<file path="src/rtl/nec_prefetch_pkg.sv">
// Shared types and constants for the instruction prefetch queue and nec_decode.
package nec_prefetch_pkg;

    localparam int unsigned IPQ_DEPTH = 8;
    localparam int unsigned IPQ_PTR_W = 3;
    localparam int unsigned IPQ_LEN_W = 4;
    localparam int unsigned LEN_SUM_W = IPQ_LEN_W + 1;
    localparam int unsigned PHYS_W    = 20;

    typedef enum logic [1:0] {
        PF_IDLE,
        PF_REQ,
        PF_DISCARD
    } prefetch_state_e;

    typedef struct packed {
        logic [7:0] hi;
        logic [7:0] lo;
    } fetch_word_t;

    typedef logic [IPQ_DEPTH-1:0][7:0] ipq_t;

    // Word-aligned segment:offset translation with 20-bit wrap.
    function automatic logic [PHYS_W-1:0] phys_word_addr(input logic [15:0] seg,
                                                         input logic [15:0] ip);
        return PHYS_W'({seg, 4'h0}) + PHYS_W'({ip[15:1], 1'b0});
    endfunction

endpackage

</file>
<file path="src/rtl/nec_prefetch_if.sv">
// Code-fetch bus between the prefetch queue (master) and the bus unit (slave).
interface nec_prefetch_if;
    import nec_prefetch_pkg::*;

    logic               fetch_req;
    logic [PHYS_W-1:0]  fetch_addr;
    logic               fetch_ack;
    fetch_word_t        fetch_data;

    modport master (
        output fetch_req,
        output fetch_addr,
        input  fetch_ack,
        input  fetch_data
    );

    modport slave (
        input  fetch_req,
        input  fetch_addr,
        output fetch_ack,
        output fetch_data
    );

endinterface

</file>
<file path="src/rtl/nec_prefetch.sv">
// nec_prefetch: 8-byte instruction prefetch ring indexed by IP[2:0], feeding nec_decode.
// Defining NEC_PREFETCH_PERF_EN adds fetch/flush/starvation counters.
module nec_prefetch
    import nec_prefetch_pkg::*;
#(
    parameter int unsigned FETCH_THRESHOLD = 2
) (
    input  logic                 clk,
    input  logic                 reset,
    input  logic                 ce,
    input  logic [15:0]          ps,
    input  logic                 set_pc,
    input  logic [15:0]          new_pc,
    input  logic                 consume,
    input  logic [IPQ_LEN_W-1:0] consume_len,
    nec_prefetch_if.master       bus,
    output ipq_t                 ipq,
    output logic [IPQ_LEN_W-1:0] ipq_len,
    output logic [15:0]          head_pc
`ifdef NEC_PREFETCH_PERF_EN
    ,
    output logic [31:0]          perf_fetches,
    output logic [31:0]          perf_flushes,
    output logic [31:0]          perf_starve
`endif
);

    prefetch_state_e       state_q, state_d;
    logic                  fetch_req_q, fetch_req_d;
    logic [PHYS_W-1:0]     fetch_addr_q, fetch_addr_d;
    logic [15:0]           head_pc_q, head_pc_d;
    logic [IPQ_LEN_W-1:0]  ipq_len_q, ipq_len_d;
    ipq_t                  ipq_q, ipq_d;

    logic [15:0]           fetch_ip_c;
    logic [15:0]           issue_ip_c;
    logic [IPQ_LEN_W-1:0]  free_c;
    logic [IPQ_PTR_W-1:0]  wr_ptr_c;
    logic [LEN_SUM_W-1:0]  len_sum_c;
    logic [LEN_SUM_W-1:0]  consumed_c;
    logic [1:0]            added_c;
    logic                  issue_c;

    // Next byte to fetch is always the one just past the valid window.
    assign fetch_ip_c = head_pc_q + 16'(ipq_len_q);
    assign free_c     = IPQ_LEN_W'(IPQ_DEPTH) - ipq_len_q;
    assign wr_ptr_c   = fetch_ip_c[IPQ_PTR_W-1:0];

    always_ff @(posedge clk) begin
        if (reset) begin
            state_q      <= PF_IDLE;
            fetch_req_q  <= 1'b0;
            fetch_addr_q <= '0;
            head_pc_q    <= '0;
            ipq_len_q    <= '0;
            ipq_q        <= '0;
        end else begin
            state_q      <= state_d;
            fetch_req_q  <= fetch_req_d;
            fetch_addr_q <= fetch_addr_d;
            head_pc_q    <= head_pc_d;
            ipq_len_q    <= ipq_len_d;
            ipq_q        <= ipq_d;
        end
    end

    always_comb begin
        state_d      = state_q;
        fetch_req_d  = fetch_req_q;
        fetch_addr_d = fetch_addr_q;
        head_pc_d    = head_pc_q;
        ipq_len_d    = ipq_len_q;
        ipq_d        = ipq_q;
        added_c      = '0;
        issue_c      = 1'b0;
        len_sum_c    = '0;
        consumed_c   = '0;
        issue_ip_c   = '0;

        if (ce) begin
            unique case (state_q)
                PF_IDLE: begin
                    if (!set_pc && (free_c >= IPQ_LEN_W'(FETCH_THRESHOLD))) begin
                        issue_c     = 1'b1;
                        state_d     = PF_REQ;
                        fetch_req_d = 1'b1;
                    end
                end
                PF_REQ: begin
                    if (bus.fetch_ack) begin
                        state_d     = PF_IDLE;
                        fetch_req_d = 1'b0;
                        // A same-cycle flush wins over the returning data.
                        if (!set_pc) begin
                            if (fetch_ip_c[0]) begin
                                ipq_d[wr_ptr_c] = bus.fetch_data.hi;
                                added_c         = 2'd1;
                            end else begin
                                ipq_d[wr_ptr_c]         = bus.fetch_data.lo;
                                ipq_d[wr_ptr_c + 3'd1]  = bus.fetch_data.hi;
                                added_c                 = 2'd2;
                            end
                        end
                    end else if (set_pc) begin
                        state_d = PF_DISCARD;
                    end
                end
                PF_DISCARD: begin
                    if (bus.fetch_ack) begin
                        state_d     = PF_IDLE;
                        fetch_req_d = 1'b0;
                    end
                end
                default: begin
                    state_d     = PF_IDLE;
                    fetch_req_d = 1'b0;
                end
            endcase

            len_sum_c = LEN_SUM_W'(ipq_len_q) + LEN_SUM_W'(added_c);

            if (set_pc) begin
                head_pc_d = new_pc;
                ipq_len_d = '0;
            end else begin
                if (consume) begin
                    head_pc_d  = head_pc_q + 16'(consume_len);
                    consumed_c = LEN_SUM_W'(consume_len);
                end
                // Over-consumption empties the queue; head still advances.
                ipq_len_d = (consumed_c > len_sum_c) ? '0
                                                     : IPQ_LEN_W'(len_sum_c - consumed_c);
            end

            // Address from the post-update window so a same-cycle consume cannot skew it.
            issue_ip_c = head_pc_d + 16'(ipq_len_d);
            if (issue_c) begin
                fetch_addr_d = phys_word_addr(ps, issue_ip_c);
            end
        end
    end

    assign bus.fetch_req  = fetch_req_q;
    assign bus.fetch_addr = fetch_addr_q;
    assign ipq            = ipq_q;
    assign ipq_len        = ipq_len_q;
    assign head_pc        = head_pc_q;

`ifdef NEC_PREFETCH_PERF_EN
    logic [31:0] perf_fetches_q;
    logic [31:0] perf_flushes_q;
    logic [31:0] perf_starve_q;

    // Free-running wrap-around counters; acks while discarding still count as fetches.
    always_ff @(posedge clk) begin
        if (reset) begin
            perf_fetches_q <= '0;
            perf_flushes_q <= '0;
            perf_starve_q  <= '0;
        end else if (ce) begin
            if (bus.fetch_ack && (state_q != PF_IDLE)) begin
                perf_fetches_q <= perf_fetches_q + 32'd1;
            end
            if (set_pc) begin
                perf_flushes_q <= perf_flushes_q + 32'd1;
            end
            if ((ipq_len_q == '0) && (state_q != PF_IDLE)) begin
                perf_starve_q <= perf_starve_q + 32'd1;
            end
        end
    end

    assign perf_fetches = perf_fetches_q;
    assign perf_flushes = perf_flushes_q;
    assign perf_starve  = perf_starve_q;
`endif

endmodule

</file>
<file path="src/flat_wrapper.sv">
// flat-port wrapper written by rule: the top's interface ports become plain ports
module nec_prefetch_flat import nec_prefetch_pkg::*;
#(
    parameter int unsigned FETCH_THRESHOLD = 2
)
  (clk, reset, ce, ps, set_pc, new_pc, consume, consume_len, ipq, ipq_len, head_pc, bus_fetch_req, bus_fetch_addr, bus_fetch_ack, bus_fetch_data);
  nec_prefetch_if bus_i ();
  input  logic clk;
  input  logic reset;
  input  logic ce;
  input  logic [15:0] ps;
  input  logic set_pc;
  input  logic [15:0] new_pc;
  input  logic consume;
  input  logic [IPQ_LEN_W-1:0] consume_len;
  output ipq_t ipq;
  output logic [IPQ_LEN_W-1:0] ipq_len;
  output logic [15:0] head_pc;
  output wire logic [$bits(bus_i.fetch_req)-1:0] bus_fetch_req;
  output wire logic [$bits(bus_i.fetch_addr)-1:0] bus_fetch_addr;
  input wire logic [$bits(bus_i.fetch_ack)-1:0] bus_fetch_ack;
  input wire logic [$bits(bus_i.fetch_data)-1:0] bus_fetch_data;
  assign bus_fetch_req = bus_i.fetch_req;
  assign bus_fetch_addr = bus_i.fetch_addr;
  assign bus_i.fetch_ack = bus_fetch_ack;
  assign bus_i.fetch_data = bus_fetch_data;
  nec_prefetch #(.FETCH_THRESHOLD(FETCH_THRESHOLD)) u_core (.clk(clk), .reset(reset), .ce(ce), .ps(ps), .set_pc(set_pc), .new_pc(new_pc), .consume(consume), .consume_len(consume_len), .bus(bus_i), .ipq(ipq), .ipq_len(ipq_len), .head_pc(head_pc));
endmodule
</file>
<file path="config.mk">
export PLATFORM = sky130hd
export DESIGN_NAME = nec_prefetch_flat
export DESIGN_NICKNAME = d
export VERILOG_FILES = /design/src/rtl/nec_prefetch_pkg.sv /design/src/rtl/nec_prefetch_if.sv /design/src/rtl/nec_prefetch.sv /design/src/flat_wrapper.sv
export SDC_FILE = /design/constraint.sdc
export NUM_CORES = 1
export LEC_CHECK = 0
export BUFFER_PORTS_ARGS = -buffer_cell sky130_fd_sc_hd__buf_2
export CAP_MARGIN = 20
export CORE_AREA = 2 2 94 141
export CTS_CLUSTER_DIAMETER = 200
export DETAILED_ROUTE_END_ITERATION = 6
export DIE_AREA = 0 0 96 143
export PLACE_DENSITY_LB_ADDON = 0.12
export SYNTH_ARGS = -nofsm -noshare
export SYNTH_HDL_FRONTEND = slang
export SYNTH_SLANG_ARGS = --single-unit
</file>
<file path="constraint.sdc">
create_clock -name clk -period 13.7 [get_ports clk]
set_input_delay 2.055 -clock clk [delete_from_list [all_inputs] [get_ports clk]]
set_output_delay 2.055 -clock clk [all_outputs]
set_load 0.1 [all_outputs]
</file>
==> run_results.csv, run 1 <==
group,metric,value,unit
outcome,status,"finished clean",
finish,drive_gt1_share,23.9,%
timing,setup_viol,0,
floorplan,die_h,143,um
timing,finalSetupTns,0,ns
drt,wl_per_cell,15.8,um
logic_synthesis,synth_top_cell_by_area,"dfxtp_1",
logic_synthesis,netlist.area_leader.share,34.9,%
place,finalWeightedCongestion,0.939,
timing,drv_slew,0,
drt,avgViaCountPerCell,5.43,
critical_path,critPathLaunchType,"input pin",
grt,grt_pass1_vias,5225,
timing,fin_crit,8.06,ns
grt,groute.usage.overall,22.7,%
floorplan,initial_core_util,48.9,%
clock_network,path_clk_slew,0.08,ns
clock_network,cts_buffers,9,
clock_network,cts_resized,0,
min_path,whs_path_depth,2,
clock_network,cts_setup_buffers,0,
clock_network,clockBufferDepth,2,
power,power,0.000811,W
grt,antenna_found_initial,0,
logic_synthesis,ys_top_cells_by_area,"dfxtp_1 (35%), mux2i_1 (13%), nor2_1 (7.3%), ha_1 (7.2%), xnor2_1 (3.7%)",
floorplan,fp.dieW,96,um
drt,drc,0,
finish,areaGrowthSynthToFinish,19.7,%
logic_synthesis,seq_area_frac_synth,34.9,%
critical_path,crit_fanout,37,
min_path,hp-class,"flip-flop to flip-flop",
timing,fin_worst_skew,0.0127,ns
grt,grt_start_max_net_pins,85,
drt,num_vias,5445,
clock_network,clkLatencyLatePin,0.35,ns
drt,drt-total-wl,15.8,mm
place,portBuffers,161,
logic_synthesis,synthTopCellsByCount,"nor2_1 (118), dfxtp_1 (106), mux2i_1 (80)",
logic_synthesis,syn_avg_cell_area,8.78,um2
drt,drt_iter0_drc,187,
timing,rsz0062_at_grt,"false",
logic_synthesis,synth_flop_cell,"dfxtp_1",
floorplan,core,12400,um2
timing,hold_viol_final,0,
floorplan,die-area,13700,um2
clock_network,clock-root-buffer,"clkbuf_16",
finish,fillCellCount,1188,
logic_synthesis,syn_area,6090,um2
critical_path,required,13.92,ns
timing,period_share,58.8,%
min_path,min_from,"u_core.bus.fetch_addr[9]",
timing,tightest_slew,0.856,ns
finish,nNetsFinal,940,
finish,multiInputGateArea,3760,um2
grt,gr-total-overflow,0,
timing,timing.fmax,124,MHz
critical_path,cp_data_arrival_time,8.28,ns
floorplan,num_rows,50,
logic_synthesis,synthArstFlopShare,0,%
logic_synthesis,synthCells,693,
place,dp_hpwl,12.1,mm
finish,regArea,2120,um2
grt,grt_first_pass_wirelength,24.7,mm
drt,first_pass_iters,4,
floorplan,pin_count,163,
logic_synthesis,synth-edff-count,0,
critical_path,end_kind,"flip-flop",
flow_run,max_cap_violations,0,
logic_synthesis,syn_nets,792,
critical_path,setup.worst_path.class,"input pin to flip-flop",
finish,diodes,0,
clock_network,ctsHoldBuffers,0,
logic_synthesis,yosysMostFrequentCell,"nor2_1",
logic_synthesis,ys_seq_elements,106,
power,ir_drop,0.0769,mV
critical_path,reg2reg_depth,24,
logic_synthesis,ys.warnings.count,0,
power,p_leak,3.19,nW
critical_path,timing.rr.start,"u_core.ipq_len[0]",
clock_network,cts_tree,"built",
clock_network,htree_levels,3,
clock_network,clock-sinks,106,
critical_path,critPathLaunch,"set_pc",
drt,ant_nets,0,
power,powerDensity,111,nW/um2
timing,max-slew-margin-rel,43.0,%
logic_synthesis,synth_cell_types,65,
per-layer routing:
metal  vias up  track usage [%]  part of all wire, %
met5         -                0                    0
met4         0             9.55                  3.0
met3        30             4.17                  5.2
met2       154             41.8                   53
met1      2551             24.8                   39
li1       2710                -                    -
worst max-delay path, stage by stage:
cell,delay [ns]
buf_2,0.47
nor2b_2,0.14
and3_1,0.22
ha_1,0.21
fa_1,0.58
inv_1,0.06
ha_1,0.32
nor2b_1,0.14
o31ai_1,0.07
a21oi_1,0.52
nor2_1,0.19
fa_1,0.50
a21o_1,0.18
a21oi_1,0.21
nor3_1,0.09
and2_1,0.25
nand2_1,0.09
xor2_1,0.15
ha_1,0.29
a2111oi_0,0.37
o21ai_0,0.18
and4_1,0.26
o211ai_1,0.30
nor4_1,0.08
a2111oi_0,0.35
where the power goes:
part / total [W] / internal [W] / switching (W) / leakage, nW
combinational: 0.000228 / 0.0000654 / 0.000163 / 2.20
sequential: 0.000328 / 0.000318 / 0.00000989 / 0.859
clock: 0.000255 / 0.000128 / 0.000127 / 0.137
worst paths after layout:
check             slack (ns)                         to
setup reg to reg        7.05  u_core.bus.fetch_addr[19]
hold reg to reg         0.45   u_core.bus.fetch_addr[9]
setup / recovery        5.64  u_core.bus.fetch_addr[19]
hold / removal          0.45   u_core.bus.fetch_addr[9]
flip-flops by register name (all words and copies together), names as in the netlist:
| name | cells |
|---|---|
| u_core.bus.fetch_addr | 19 |
| u_core.bus.fetch_req | 1 |
| u_core.head_pc | 16 |
| u_core.ipq | 64 |
| u_core.ipq_len | 4 |
| u_core.state_q | 2 |
area by class of cell:
class | count | area share (%)
timing repair buffer | 164 | 11.4
sequential | 106 | 29.1
clock buffer | 10 | 3.14
multi-input combinational | 536 | 51.6
clock inverter | 6 | 0.773
tap | 156 | 2.68
inverter | 24 | 1.24
cell usage in the layout (no fill, tap or decap), types with 4 or more instances in the layout:
| cell | synthesis | routed |
|---|---|---|
| buf_2 | 2 | 160 |
| fa_1 | 6 | 6 |
| clkbuf_16 | 0 | 9 |
| a211oi_1 | 10 | 10 |
| and3_1 | 5 | 5 |
| buf_4 | 2 | 4 |
| o21a_1 | 5 | 5 |
| a2111oi_0 | 5 | 5 |
| nor3_1 | 14 | 14 |
| o31ai_1 | 4 | 4 |
| o21ai_0 | 19 | 19 |
| nor4_1 | 4 | 4 |
| inv_1 | 22 | 22 |
| xnor2_1 | 26 | 26 |
| nand2_1 | 52 | 52 |
| xor2_1 | 10 | 10 |
| nor3b_1 | 4 | 4 |
| a21oi_1 | 43 | 43 |
| ha_1 | 35 | 35 |
| mux2i_1 | 80 | 80 |
| a21o_1 | 7 | 7 |
| nor2_1 | 118 | 118 |
| and2_1 | 5 | 5 |
| nand3_1 | 12 | 12 |
| nand2b_1 | 10 | 10 |
| dfxtp_1 | 106 | 106 |
| nor2b_1 | 5 | 5 |
kinds of logic (layout without fill, tap and decap cells):
logic type                 Yosys count  count (layout)  share of synthesized area (%)
DFF                                106             106                           34.9
adders and majority gates           41              41                           9.17
and+or+nand+nor                    257             257                           20.4
muxes                               81              81                           13.3
xor gates and xnor gates            39              39                           6.17
AOI/OAI and AO/OA                  117             117                           12.7
other                                1               1                         0.0616
buffers and inverters               51             204                           3.31
stage by stage:
step	cells	cell area, um2	worst slack [ns]	utilization (%)	hold slack (ns)
after global placement	986	7000	5.69	56.2	0.434
after detailed placement	986	7000	5.28	56.2	0.442
after floorplan	693	6090	6.19	-	0.449
final	1002	7290	5.64	58.5	0.451
after global routing	1002	7290	5.18	58.5	0.476
after CTS	1002	7290	5.65	58.5	0.454
Power figures use the tool's default switching activity.
==> run 2: changes to the inputs <==
ABC_AREA = 1   (was unset)
clock period = 7.75 ns   (was 13.7 ns; I/O delays follow)
==> run_results.csv, run 2 <==
group,metric,value,unit
clock_network,clockBufferDepth,2,
clock_network,path_clk_slew,0.08,ns
flow_run,max_cap_violations,0,
clock_network,cts_resized,0,
grt,groute.usage.overall,24.0,%
clock_network,clock-root-buffer,"clkbuf_16",
timing,rsz0062_at_grt,"false",
grt,grt_start_max_net_pins,81,
drt,ant_nets,0,
logic_synthesis,synth_top_cell_by_area,"dfxtp_1",
grt,gr-total-overflow,0,
power,powerDensity,211,nW/um2
finish,diodes,0,
clock_network,ctsHoldBuffers,0,
timing,whs,0.444,ns
outcome,status,"finished clean",
grt,antenna_found_initial,0,
logic_synthesis,ys_top_cells_by_area,"dfxtp_1 (34%), o21ai_0 (8.8%), nor2_1 (8.0%), nand2_1 (7.7%), ha_1 (7.1%)",
clock_network,cts_setup_buffers,0,
timing,drv_slew,0,
logic_synthesis,synth-edff-count,0,
drt,wl_met2,8.87,mm
power,power.switching,0.000586,W
clock_network,clkLatencyLatePin,0.35,ns
power,switching_share,37.5,%
logic_synthesis,synth_compound_area_share,18.5,%
critical_path,crit_fanout,15,
finish,drive_gt1_share,22.0,%
power,p_int,0.000978,W
floorplan,num_rows,50,
drt,routed.top_layer,"met4",
power,p_comb_share,29.3,%
finish,areaGrowthSynthToFinish,20.1,%
place,dp_hpwl,12.6,mm
drt,wl_per_cell,14.0,um
timing,max-slew-margin-rel,52.9,%
power,clkPwrFrac,33.3,%
floorplan,pin_count,163,
critical_path,cp_data_arrival_time,6.29,ns
logic_synthesis,synth-simple-area-share,25.6,%
timing,period_share,78.3,%
timing,hold_viol_final,0,
drt,routed-wl-met3,696,um
min_path,hp-class,"flip-flop to flip-flop",
timing,timing.fmax,165,MHz
finish,largest_reg_flops,64,
timing,fin_crit,6.07,ns
logic_synthesis,yosys.area_share.adder,9.06,%
drt,drt_iter0_drc,171,
clock_network,htree_levels,3,
logic_synthesis,synthArstFlopShare,0,%
critical_path,cpMostUsedCell,"nand2_1",
power,p_leak,3.73,nW
critical_path,setup.worst_path.class,"input pin to flip-flop",
timing,setup_ws,1.68,ns
critical_path,worst-path-buf-inv,3,
critical_path,slowest_delay,0.41,ns
logic_synthesis,syn_area,6160,um2
place,preCtsSetupSlack,1.34,ns
grt,grt_pass1_vias,5519,
critical_path,critPathLaunchType,"input pin",
critical_path,cpLargestDelayFamily,"adder cells",
timing,fin_worst_skew,0.0120,ns
floorplan,fp.dieW,96,um
drt,drt-total-wl,16.4,mm
drt,met1_length,6.46,mm
floorplan,initial_core_util,49.5,%
power,ir_drop,0.150,mV
logic_synthesis,yosysMostFrequentCell,"nor2_1",
logic_synthesis,seq_area_frac_synth,34.4,%
drt,num_vias,6041,
logic_synthesis,synthXorXnorAreaFrac,4.14,%
finish,mostFrequentLayoutCells,"buf_2 (161), nor2_1 (131), nand2_1 (126)",
logic_synthesis,netlist.area_leader.share,34.4,%
grt,grt_first_pass_wirelength,26.0,mm
timing,setup_viol,0,
logic_synthesis,synthTopCellsByCount,"nor2_1 (131), nand2_1 (126), o21ai_0 (108)",
logic_synthesis,synth_mux_area_share,0,%
place,portBuffers,161,
clock_network,clock-sinks,106,
logic_synthesis,ys.warnings.count,0,
clock_network,cts_tree,"built",
clock_network,cts_buffers,9,
drt,avgViaCountPerCell,5.13,
critical_path,critPathSlowestCell,"fa_1",
floorplan,core,12400,um2
logic_synthesis,syn_avg_cell_area,7.09,um2
drt,first_pass_iters,5,
logic_synthesis,synth_top_family_by_area,"simple AND/OR/NAND/NOR gates",
logic_synthesis,syn_nets,968,
logic_synthesis,synthCells,869,
timing,tightest_slew,0.705,ns
finish,nNetsFinal,1115,
floorplan,die-area,13700,um2
place,finalWeightedCongestion,0.888,
finish,final_common_cell,"buf_2",
drt,drc,0,
critical_path,end_kind,"flip-flop",
logic_synthesis,ys_seq_elements,106,
logic_synthesis,synth_flop_cell,"dfxtp_1",
power,pwr-share-seq,37.4,%
timing,finalSetupTns,0,ns
logic_synthesis,synth_cell_types,41,
floorplan,die_h,143,um
critical_path,required,7.97,ns
run 2: routing by layer:
layer	vias up	GRT usage, %
met2	144	45.6
met1	2728	25.9
met4	0	9.02
met5	-	0
li1	3147	-
met3	22	3.38
run 2: worst min-delay path, cell delays in order, from the launching register on:
cell and delay (ns):
dfxtp_1 0.31, inv_1 0.04, a21oi_1 0.05
run 2: final timing paths:
check | depth (start not counted) | endpoint | from | slack (ns)
worst max-delay path | 30 | u_core.bus.fetch_addr[14] | set_pc | 1.68
worst min-delay path | 2 | u_core.ipq[16] | u_core.ipq[16] | 0.44
worst max register to register | 29 | u_core.bus.fetch_addr[14] | u_core.ipq_len[0] | 1.96
worst min register to register | 2 | u_core.ipq[16] | u_core.ipq[16] | 0.44
run 2: cell families (layout without fill, tap and decap cells):
group                    after synthesis  count (layout)
AO/OA/AOI/OAI                        214             214
buffers and inverters                127             279
AND/OR/NAND/NOR                      353             353
flip-flops                           106             106
adder cells (fa/ha/maj)               41              41
XOR/XNOR                              27              27
other                                  1               1
run 2: stage by stage:
step	power (W)	util [%]	area (um2)	std cells
final	0.00156	59.4	7400	1177
after global routing	0.00164	59.4	7400	1177
after CTS	0.00158	59.4	7400	1177
after detailed placement	0.00106	56.7	7060	1161
after global placement	0.00106	56.7	7060	1161
after floorplan	0.000963	-	6160	869
run 2: power groups by stage:
stage | logic (W) | clock network (W) | registers (W)
floorplan | 0.000216 | 0 | 0.000748
global placement | 0.000459 | 0 | 0.000598
detailed placement | 0.000459 | 0 | 0.000598
CTS | 0.000462 | 0.000534 | 0.000586
global route | 0.000501 | 0.000553 | 0.000589
finish | 0.000458 | 0.000520 | 0.000585
run 2: cell type report:
| type | instances | area (um2) |
|---|---|---|
| Timing Repair Buffer | 162 | 813 |
| Multi-Input combinational cell | 636 | 3540 |
| Clock buffer | 9 | 225 |
| Inverter | 101 | 389 |
| Fill cell | 1263 | 5050 |
| Sequential cell | 106 | 2120 |
| Clock inverter | 7 | 119 |
| Tap cell | 156 | 195 |
==> run 3: changes to the inputs <==
ABC_AREA = 0   (was 1)
clock period = 5.7 ns   (was 7.75 ns; I/O delays follow)
==> run_results.csv, run 3 (same netlist as run 1, synthesis figures left out) <==
group,metric,value,unit
drt,first_pass_iters,4,
critical_path,critPathLaunchType,"input pin",
floorplan,initial_core_util,48.9,%
clock_network,clock-root-buffer,"clkbuf_16",
drt,drt_iter0_drc,196,
finish,final_common_cell,"buf_2",
place,place_area,7460,um2
critical_path,cp_data_arrival_time,5.79,ns
power,clkPwrFrac,30.0,%
timing,setup_viol,0,
power,pwr-share-seq,38.4,%
finish,drive_gt1_share,33.4,%
critical_path,setup.worst_path.class,"input pin to flip-flop",
critical_path,cpLargestDelayFamily,"simple AND/OR/NAND/NOR gates",
timing,hold_viol_final,0,
grt,antenna_found_initial,0,
timing,period_share,96.5,%
power,powerDensity,256,nW/um2
floorplan,fp.dieW,96,um
finish,areaGrowthSynthToFinish,31.6,%
place,dp_hpwl,12.8,mm
timing,whs,0.451,ns
finish,diodes,0,
power,switching_share,37.0,%
power,p_leak,3.53,nW
timing,fin_crit,5.50,ns
drt,routed-wl-met3,913,um
critical_path,slowest_delay,0.45,ns
place,portBuffers,161,
critical_path,critPathSlowestCell,"fa_2",
floorplan,core,12400,um2
drt,num_vias,5741,
timing,setup_ws,0.198,ns
clock_network,cts_tree,"built",
floorplan,pin_count,163,
timing,tightest_slew,0.793,ns
grt,grt_first_pass_wirelength,26.3,mm
place,preCtsSetupSlack,-0.275,ns
grt,groute.usage.overall,24.1,%
timing,timing.fmax,182,MHz
power,power,0.00205,W
timing,max-slew-margin-rel,47.1,%
timing,finalSetupTns,0,ns
critical_path,crit_fanout,4,
clock_network,path_clk_slew,0.08,ns
outcome,status,"finished clean",
timing,drv_slew,0,
clock_network,clockBufferDepth,2,
place,finalWeightedCongestion,0.886,
timing,fin_worst_skew,0.0144,ns
drt,wl_met2,8.91,mm
clock_network,clkLatencyLatePin,0.35,ns
critical_path,end_kind,"flip-flop",
timing,rsz0062_at_grt,"true",
drt,wl_per_cell,16.1,um
drt,drt-total-wl,17.0,mm
min_path,hp-class,"flip-flop to flip-flop",
clock_network,htree_levels,3,
grt,gr-total-overflow,0,
floorplan,num_rows,50,
critical_path,worst-path-buf-inv,5,
drt,routed.top_layer,"met4",
drt,avgViaCountPerCell,5.43,
power,ir_drop,0.183,mV
drt,drc,0,
power,p_comb_share,31.6,%
finish,largest_reg_flops,64,
power,power.switching,0.000760,W
floorplan,die_h,143,um
floorplan,die-area,13700,um2
grt,grt_start_max_net_pins,72,
clock_network,clock-sinks,106,
drt,met1_length,6.41,mm
critical_path,cpMostUsedCell,"buf_4",
finish,design_area,8010,um2
grt,grt_pass1_vias,5577,
clock_network,cts_buffers,9,
finish,mostFrequentLayoutCells,"buf_2 (159), nor2_1 (116), dfxtp_1 (103)",
critical_path,required,5.99,ns
drt,ant_nets,0,
flow_run,max_cap_violations,0,
finish,nNetsFinal,995,
power,p_int,0.00129,W
critical_path,cp_cell_sequence,"buf_4 -> nor2b_4 -> nand2_4 -> nor2_4 -> buf_4 -> fa_2 -> buf_4 -> fa_1 -> xnor2_1 -> nor2_1 -> ha_1 -> nand2_2 -> nor4_4 -> o311ai_2 -> buf_4 -> nand2b_1 -> xnor2_1 -> ha_1 -> a21o_1 -> or3_4 -> o211ai_1 -> buf_4 -> mux2i_1 -> and3_1",
[run 3: changes by cell type in the layout (fill, tap and decap cells not counted), moves of 32 or more]
cell     before  now
inv_1        89   20
nand3_1      43   11
mux2i_1       0   80
a21oi_1      79   37
o21ai_0     108   17
buf_4         1   58
nand2_1     126   49
[run 3: worst paths after layout]
check	start	end	slack (ns)	cells past startpoint
worst min register to register	u_core.bus.fetch_addr[14]	u_core.bus.fetch_addr[14]	0.45	2
worst min-delay path	u_core.bus.fetch_addr[14]	u_core.bus.fetch_addr[14]	0.45	2
worst max register to register	u_core.state_q[0]	u_core.bus.fetch_addr[17]	0.21	24
worst max-delay path	set_pc	u_core.bus.fetch_addr[17]	0.20	24
[run 3: what timing repair did]
action	CTS	global route
buffers inserted	0	7
setup endpoints to repair	2	10
hold buffers	0	0
pin swaps	3	27
gates resized for setup	1	35
[run 3: power groups by stage]
stage	clock, W	sequential [W]	combinational [W]
final	0.000616	0.000790	0.000648
after global routing	0.000656	0.000794	0.000692
after CTS	0.000631	0.000789	0.000624
after detailed placement	0	0.000806	0.000621
after global placement	0	0.000804	0.000610
after floorplan	0	0.000975	0.000273
[run 3: per-stage QoR]
step                      std cells  utilization, %
final                          1057            64.3
after floorplan                 693               -
after global routing           1057            64.3
after detailed placement       1034            59.9
after global placement         1034            59.9
after CTS                      1050            62.2
[run 3: layout make-up]
| cell class | count | area [um2] |
|---|---|---|
| fillers | 1063 | 4440 |
| inverters | 24 | 90.1 |
| clock buffers | 10 | 229 |
| flip-flops and latches | 106 | 2130 |
| repair buffers | 219 | 1250 |
| clock inverters | 6 | 60.1 |
| well taps | 156 | 195 |
| multi-input cells | 536 | 4050 |
[run 3: worst register-to-register path: stages, from the launching register on]
cell and delay, ns:
dfxtp_1 0.41, ha_4 0.19, nor2b_4 0.20, nand2_4 0.07
nor2_4 0.14, buf_4 0.13, fa_2 0.45, buf_4 0.16
fa_1 0.44, xnor2_1 0.26, nor2_1 0.08, ha_1 0.36
nand2_2 0.12, nor4_4 0.29, o311ai_2 0.15, buf_4 0.17
nand2b_1 0.15, xnor2_1 0.17, ha_1 0.21, a21o_1 0.20
or3_4 0.34, o211ai_1 0.24, buf_4 0.16, mux2i_1 0.16
and3_1 0.16
[run 3: routing by layer]
layer	global-route usage [%]	vias up
li1	-	2811
met2	42.9	185
met4	13.3	0
met5	0	-
met1	26.2	2695
met3	4.54	50
